$ cat src/rtl/quad_step_decoder_if.sv
// Quadrature decoder signal bundle: phase inputs and error clear in, step/direction/error out.
interface quad_step_decoder_if;
  logic chan_a;
  logic chan_b;
  logic clr_err;
  logic en;
  logic ctrl;
  logic err;

  modport master (
    output chan_a,
    output chan_b,
    output clr_err,
    input  en,
    input  ctrl,
    input  err
  );

  modport slave (
    input  chan_a,
    input  chan_b,
    input  clr_err,
    output en,
    output ctrl,
    output err
  );
endinterface

$ cat src/rtl/quad_step_decoder.sv
// Quadrature front end: synchronises and glitch-filters channels A/B, decodes Gray-code steps
// into a one-cycle step enable plus direction, and flags double transitions with a sticky error.
module quad_step_decoder #(
  parameter int unsigned FILT_CYCLES = 4,
  parameter bit          DIR_UP_AB   = 1'b1
) (
  input logic           clk,
  input logic           reset,
  quad_step_decoder_if.slave bus
);

  localparam logic [3:0] FiltLast = 4'(FILT_CYCLES - 1);

  // Bit 1 carries channel A, bit 0 carries channel B throughout.
  logic [1:0] s1_q, s2_q;
  logic [1:0] filt_q, filt_d;
  logic [1:0] prev_q;
  logic [3:0] cnt_q [2];
  logic [3:0] cnt_d [2];
  logic       en_q, en_d;
  logic       ctrl_q, ctrl_d;
  logic       err_q, err_d;
  logic [1:0] delta;
  logic       fwd;

  always_comb begin
    filt_d = filt_q;
    for (int i = 0; i < 2; i++) begin
      cnt_d[i] = '0;
      if (s2_q[i] != filt_q[i]) begin
        if (cnt_q[i] == FiltLast) begin
          filt_d[i] = s2_q[i];
        end else begin
          cnt_d[i] = cnt_q[i] + 4'd1;
        end
      end
    end
  end

  // A-leads-B order is 00->10->11->01->00; new A differing from old B marks that order.
  assign delta = filt_q ^ prev_q;
  assign fwd   = filt_q[1] ^ prev_q[0];

  always_comb begin
    en_d   = 1'b0;
    ctrl_d = ctrl_q;
    err_d  = bus.clr_err ? 1'b0 : err_q;
    case (delta)
      2'b00: ;
      2'b11: err_d = 1'b1;
      default: begin
        en_d   = 1'b1;
        ctrl_d = fwd ? DIR_UP_AB : ~DIR_UP_AB;
      end
    endcase
  end

  always_ff @(posedge clk) begin
    if (!reset) begin
      s1_q     <= '0;
      s2_q     <= '0;
      filt_q   <= '0;
      prev_q   <= '0;
      cnt_q[0] <= '0;
      cnt_q[1] <= '0;
      en_q     <= 1'b0;
      ctrl_q   <= 1'b0;
      err_q    <= 1'b0;
    end else begin
      s1_q     <= {bus.chan_a, bus.chan_b};
      s2_q     <= s1_q;
      filt_q   <= filt_d;
      prev_q   <= filt_q;
      cnt_q[0] <= cnt_d[0];
      cnt_q[1] <= cnt_d[1];
      en_q     <= en_d;
      ctrl_q   <= ctrl_d;
      err_q    <= err_d;
    end
  end

  assign bus.en   = en_q;
  assign bus.ctrl = ctrl_q;
  assign bus.err  = err_q;

endmodule
$ cat src/flat_wrapper.sv
// flat-port wrapper written by rule: the top's interface ports become plain ports
module quad_step_decoder_flat 
#(
  parameter int unsigned FILT_CYCLES = 4,
  parameter bit          DIR_UP_AB   = 1'b1
)
  (clk, reset, bus_chan_a, bus_chan_b, bus_clr_err, bus_en, bus_ctrl, bus_err);
  quad_step_decoder_if bus_i ();
  input logic clk;
  input logic reset;
  input wire logic [$bits(bus_i.chan_a)-1:0] bus_chan_a;
  input wire logic [$bits(bus_i.chan_b)-1:0] bus_chan_b;
  input wire logic [$bits(bus_i.clr_err)-1:0] bus_clr_err;
  output wire logic [$bits(bus_i.en)-1:0] bus_en;
  output wire logic [$bits(bus_i.ctrl)-1:0] bus_ctrl;
  output wire logic [$bits(bus_i.err)-1:0] bus_err;
  assign bus_i.chan_a = bus_chan_a;
  assign bus_i.chan_b = bus_chan_b;
  assign bus_i.clr_err = bus_clr_err;
  assign bus_en = bus_i.en;
  assign bus_ctrl = bus_i.ctrl;
  assign bus_err = bus_i.err;
  quad_step_decoder #(.FILT_CYCLES(FILT_CYCLES), .DIR_UP_AB(DIR_UP_AB)) u_core (.clk(clk), .reset(reset), .bus(bus_i));
endmodule
$ cat config.mk
export PLATFORM = sky130hd
export DESIGN_NAME = quad_step_decoder_flat
export DESIGN_NICKNAME = d
export VERILOG_FILES = /design/src/rtl/quad_step_decoder_if.sv /design/src/rtl/quad_step_decoder.sv /design/src/flat_wrapper.sv
export SDC_FILE = /design/constraint.sdc
export NUM_CORES = 1
export LEC_CHECK = 0
export CAP_MARGIN = 0
export CELL_PAD_IN_SITES_DETAIL_PLACEMENT = 1
export CELL_PAD_IN_SITES_GLOBAL_PLACEMENT = 1
export CORE_MARGIN = 2
export CORE_UTILIZATION = 40
export DETAILED_ROUTE_END_ITERATION = 12
export GPL_TIMING_DRIVEN = 0
export PLACE_DENSITY_LB_ADDON = 0.1
export SLEW_MARGIN = 30
export SYNTH_ARGS = -nofsm -noshare
export SYNTH_HDL_FRONTEND = slang
export SYNTH_SLANG_ARGS = --single-unit
$ cat constraint.sdc
create_clock -name clk -period 2.5 [get_ports clk]
set_input_delay 0.5 -clock clk [delete_from_list [all_inputs] [get_ports clk]]
set_output_delay 0.5 -clock clk [all_outputs]
set_load 0.02 [all_outputs]
==> impl_metrics.csv <==
group,metric,value,unit
routing,final_antenna_net_count,0,
global_routing,overflow,0,
synthesis,yosysTopAreaCell,"dfxtp_1",
synthesis,syn_area,679,um2
floorplanning,die_x,45.2,um
place,routabilityCongestion,0.655,
critical_path,rrSetupSlack,1.20,ns
critical_path,critical_path.top_delay_family,"buffers and inverters",
clock_tree,cts_tree,"done",
critical_path,path_cells,"clkdlybuf4s50_1",
clock_tree,clock-sinks,19,
synthesis,synth-seq-cells,19,
global_routing,grt_start_max_net_pins,11,
clock_tree,clk_path_buf_depth,2,
timing,setup_viol,0,
run,cap_violations,0,
worst_hold_path,hp-class,"flip-flop to flip-flop",
synthesis,synth_nets,71,
routing,drt_wl_total,988,um
routing,wl_per_cell,11.0,um
clock_tree,cts_resized,0,
clock_tree,cts_buffers,3,
clock_tree,holdBufCountCts,0,
pwr,ir_drop,0.267,mV
clock_tree,clkLatencyLatePin,0.29,ns
critical_path,start_kind,"flip-flop",
global_routing,grt_usage,0.132,
pwr,p_leak,0.349,nW
timing,timing.slew.headroom,0.768,
timing,worst_pin_slew,0.348,ns
synthesis,synth_area_leaders,"dfxtp_1 (56%), xor2_1 (7.7%), and2_1 (6.4%)",
routing,drtIter0Drc,2,
synthesis,seq_area_frac_synth,0.560,
synthesis,synth_area_per_cell,10.8,um2
synthesis,netlist_instances,63,
finish,layout-drive-gt1-share,0.0405,
critical_path,path_buf_inv,1,
floorplanning,core-area,1540,um2
critical_path,max_stage_delay,0.60,ns
routing,first_pass_iters,2,
floorplanning,chipHeight,45.2,um
timing,timing.final.crit_share,0.690,
clock_tree,cts_setup_buffers,0,
routing,route.detailed.drc,0,
floorplanning,die_area,2040,um2
clock_tree,htree_num_levels,1,
clock_tree,cts_root_buffer,"clkbuf_4",
timing,skew,0.00756,ns
finish,syn2layout_area_growth,17.1,%
critical_path,path_class,"flip-flop to output pin",
timing,min_period,1.73,ns
timing,drv_slew,0,
finish,finalCoreUtilization,0.516,
finish,fin_nets,83,
global_routing,grt_pass1_vias,441,
pwr,powerDensity,594,nW/um2
routing,vias,442,
clock_tree,clkTransAtPathRegs,0.09,ns
place,hpwl,744,um
finish,nFillCells,178,
synthesis,yosysTopAreaCellShare,0.560,
global_routing,grt_pass1_wl,1760,um
floorplanning,num_io_pins,8,
critical_path,slowest_stage,"clkdlybuf4s50_1",
routing,viasPerCell,4.91,
global_routing,antenna_found_initial,0,
floorplanning,initial_utilization,0.441,
timing,tns,0,ns
timing,hold_viol_final,0,
synthesis,yosys_warnings,0,
critical_path,critical_path.max_fanout,2,
floorplanning,num_rows,14,
finish,antenna-diode-count,0,
synthesis,synth_cell_type_count,15,
critical_path,end_kind,"output pin",
critical_path,cp.arrival,1.23,ns
timing,rsz0062_at_grt,"no",
timing,fmax,579,MHz
place,port_buffers,7,
critical_path,required,2.00,ns
status,status,"finished, final reports clean",
[cell type report]
cell class | instances | area [um2] | share of cell area
buffer | 1 | 3.75 | 0.00472
timing repair buffer | 7 | 70.1 | 0.0881
inverter | 2 | 7.51 | 0.00943
multi-input combinational | 41 | 288 | 0.362
tap | 16 | 20.0 | 0.0252
sequential | 19 | 380 | 0.478
clock buffer | 4 | 26.3 | 0.0330
[path summary, 6_finish.rpt]
check	startpoint	to	cells past startpoint
max	u_core.bus.ctrl$_SDFFE_PN0N_	bus_ctrl	1
min	u_core.s1_q[0]$_SDFF_PN0_	u_core.s2_q[0]$_SDFF_PN0_	1
max reg2reg	u_core.cnt_q[0][0]$_SDFF_PP0_	u_core.cnt_q[0][2]$_SDFF_PP0_	4
min reg2reg	u_core.s1_q[0]$_SDFF_PN0_	u_core.s2_q[0]$_SDFF_PN0_	1
[power breakdown]
group	switching, mW	leakage (nW)	internal (mW)
sequential	0.00196	0.154	0.306
clock	0.0871	0.0150	0.0620
combinational	0.00580	0.180	0.00899
[cell families (layout without fill, tap and decap cells)]
group	count (synthesis)	in the layout	synth area share
simple gates	25	25	0.197
flops	19	19	0.560
xor+xnor	9	9	0.116
fa+ha+maj	3	3	0.0553
buf+inv	3	14	0.0166
compound gates	2	2	0.0258
mux	2	2	0.0295
[placed cells by master (no fill, tap or decap), drive strengths merged, types with 3 or more instances in the layout]
master / n
clkbuf: 5
clkdlybuf4s50: 7
nor2b: 3
nand3: 4
xnor2: 3
xor2: 6
ha: 3
dfxtp: 19
nor2: 8
and2: 7
[Yosys cell counts]
cell and instances:
xor2_1 6, o211a_1 1, nand3_1 4, xnor2_1 3, nor2b_1 3, inv_1 2, clkbuf_1 1, or3b_1 2
nand2_1 1, o21a_1 1, ha_1 3, nor2_1 8, mux2i_1 2, dfxtp_1 19, and2_1 7
[state kept, by name, indices dropped and copies added, names as in the netlist]
name	flops
u_core.s2_q	2
u_core.bus.ctrl	1
u_core.s1_q	2
u_core.bus.en	1
u_core.filt_q	2
u_core.bus.err	1
u_core.prev_q	2
u_core.cnt_q	8
[metrics by stage]
stage	power, mW	worst slack, ns	cells	hold slack, ns	instance area, um2
finish	0.472	0.774	90	0.454	796
global route	0.500	0.700	90	0.487	796
CTS	0.481	0.749	90	0.455	796
detailed placement	0.330	0.900	86	0.431	769
global placement	0.330	0.892	86	0.416	769
floorplan	0.321	1.31	63	0.412	679
[per-layer routing]
layer	routed length, um	track usage	vias to the layer above
li1	-	-	224
met1	442	0.132	206
met2	471	0.217	8
met3	46	0.0480	4
met4	27	0.106	0
met5	0	0	-
(Power assumes the default switching activity.)
==> patch: new RTL, same flow settings <==
`DIR_UP_AB` is set to 1'b1 in 2 places; all go to 1'b0.
--- a/src/rtl/quad_step_decoder.sv
+++ b/src/rtl/quad_step_decoder.sv
@@ -2,7 +2,7 @@
 // into a one-cycle step enable plus direction, and flags double transitions with a sticky error.
 module quad_step_decoder #(
   parameter int unsigned FILT_CYCLES = 4,
-  parameter bit          DIR_UP_AB   = 1'b1
+  parameter bit          DIR_UP_AB   = 1'b0
 ) (
   input logic           clk,
   input logic           reset,
--- a/src/flat_wrapper.sv
+++ b/src/flat_wrapper.sv
@@ -2,7 +2,7 @@
 module quad_step_decoder_flat 
 #(
   parameter int unsigned FILT_CYCLES = 4,
-  parameter bit          DIR_UP_AB   = 1'b1
+  parameter bit          DIR_UP_AB   = 1'b0
 )
   (clk, reset, bus_chan_a, bus_chan_b, bus_clr_err, bus_en, bus_ctrl, bus_err);
   quad_step_decoder_if bus_i ();
Function: changed (Yosys sat finds a counterexample within 10 cycles, from zero or initial values and one cycle with reset low).
==> patch against the original RTL <==
Sequential cell count unchanged. Routed wire length down 8.3%. Sequential power about the same. Worst setup slack worse by 0.0040 ns. Final cell count unchanged. Clock skew down 0.0016 ns. Cell area up 0.47%. Area after synthesis up 0.37%. Power down 0.59%.
==> patch: results (changes against the original RTL) <==
| Metric | Value |
|---|---|
| Status | finished clean (unchanged) |
| DP HPWL | 702 um (was 744 um) |
| Final Skew | 0.00599 ns (was 0.00756 ns) |
| Hold Startpoint | u_core.s1_q[0] (unchanged) |
| Final hold slack | 0.446 ns (was 0.454 ns) |
| Drt pass-1 iters | 2 (unchanged) |
| Largest net degree at the start of global routing | 12 (was 11) |
| Largest cells by area after synthesis | dfxtp_1, xor2_1, and2_1 (unchanged) |
| Reg-to-reg endpoint | u_core.cnt_q[0][7] (was u_core.cnt_q[0][2]) |
| # nets final | 83 (unchanged) |
| Post-Place Cell Area | 772 um^2 (was 769 um^2) |
| Total Routing Usage GR | 11.9% (was 13.2%) |
| Commonest cells post-synth | dfxtp_1, nor2_1, and2_1, xor2_1 (was dfxtp_1, nor2_1, and2_1, xor2_1, nand3_1) |
| Post-Synth XOR/XNOR Area | 11.6% (about the same) |
| Worst path slowest cell | clkdlybuf4s50_1 (unchanged) |
| GP Congestion | 0.655 (unchanged) |
| Setup Buffers After CTS | 0 (unchanged) |
| Compound-Gate Fraction of Synth Area | 1.10% (was 2.58%) |
| Fin crit period | 1.73 ns (about the same) |
| Cell variety after synth | 13 (was 15) |
| Placed instance count | 86 (unchanged) |
| Seq/Total Area, Yosys | 55.8% (was 56.0%) |
| # diodes | 0 (unchanged) |
| Violation count after the first detailed-routing iteration | 1 (was 2) |
| Cts bufs inserted | 3 (unchanged) |
| Static leakage | 0.343 nW (was 0.349 nW) |
| Adder-cell share of the synthesized area | 5.50% (was 5.52%) |
| Peak VDD IR | 0.387 mV (was 0.267 mV) |
| Post-synthesis mux area share | 4.40% (was 2.95%) |
| Final WL | 906 um (was 988 um) |
| Reg2reg start | u_core.cnt_q[0][4] (was u_core.cnt_q[0][0]) |
| Most flop-heavy register | u_core.cnt_q (unchanged) |
| Avg WL per Cell | 10.1 um (was 11.0 um) |
| First-pass GRT wire length | 1610 um (was 1760 um) |
| Worst setup startpoint | u_core.bus.ctrl (unchanged) |
| Pre-CTS setup slack | 0.910 ns (was 0.900 ns) |
| Root buffer cell | clkbuf_4 (unchanged) |
| Initial antenna violation count | 0 (unchanged) |
| Syn_area_per_cell | 10.8 um^2 (about the same) |
| Vias post-DR | 420 (was 442) |
| Cell family with most CP delay | buffers and inverters (unchanged) |
| Register-to-Register Path Depth | 4 (unchanged) |
| Critical path's largest stage delay | 0.60 ns (about the same) |
| Worst-Margin Slew | 0.350 ns (was 0.348 ns) |
| Worst Hold Path Cells | 1 (unchanged) |
| Vias in the first global route | 392 (was 441) |
| H-tree depth | 1 (unchanged) |
| Layout cells sized above 1 | 5.41% (was 4.05%) |
| Worst reg2reg setup slack | 1.21 ns |
## patch: changes by cell type in the layout (fill, tap and decap cells not counted)
cell      delta
o211a_1      -1
mux2i_1      +1
nor2b_1      +1
nand2_1      -1
clkbuf_1     -1
clkinv_2     +1
## patch: power by group
part / switching, mW / internal, mW / leakage, nW
Combinational: 0.00565 / 0.00920 / 0.172
Sequential: 0.00177 / 0.306 / 0.154
Clock: 0.0869 / 0.0595 / 0.0177
## patch: area by class of cell
cell class / count / area, um^2
buffer: 1 / 3.75
clock buffer: 3 / 22.5
clock inverter: 1 / 5.00
fill: 183 / 759
inverter: 2 / 7.51
multi-input combinational: 41 / 290
sequential: 19 / 380
tap: 16 / 20.0
timing repair buffer: 7 / 70.1
## patch: metal layers
metal / wire length (um) / global-route usage [%]
met1: 450 / 14.2
met2: 399 / 17.7
met5: 0 / 0
met3: 57 / 7.20
met4: 0 / 3.53
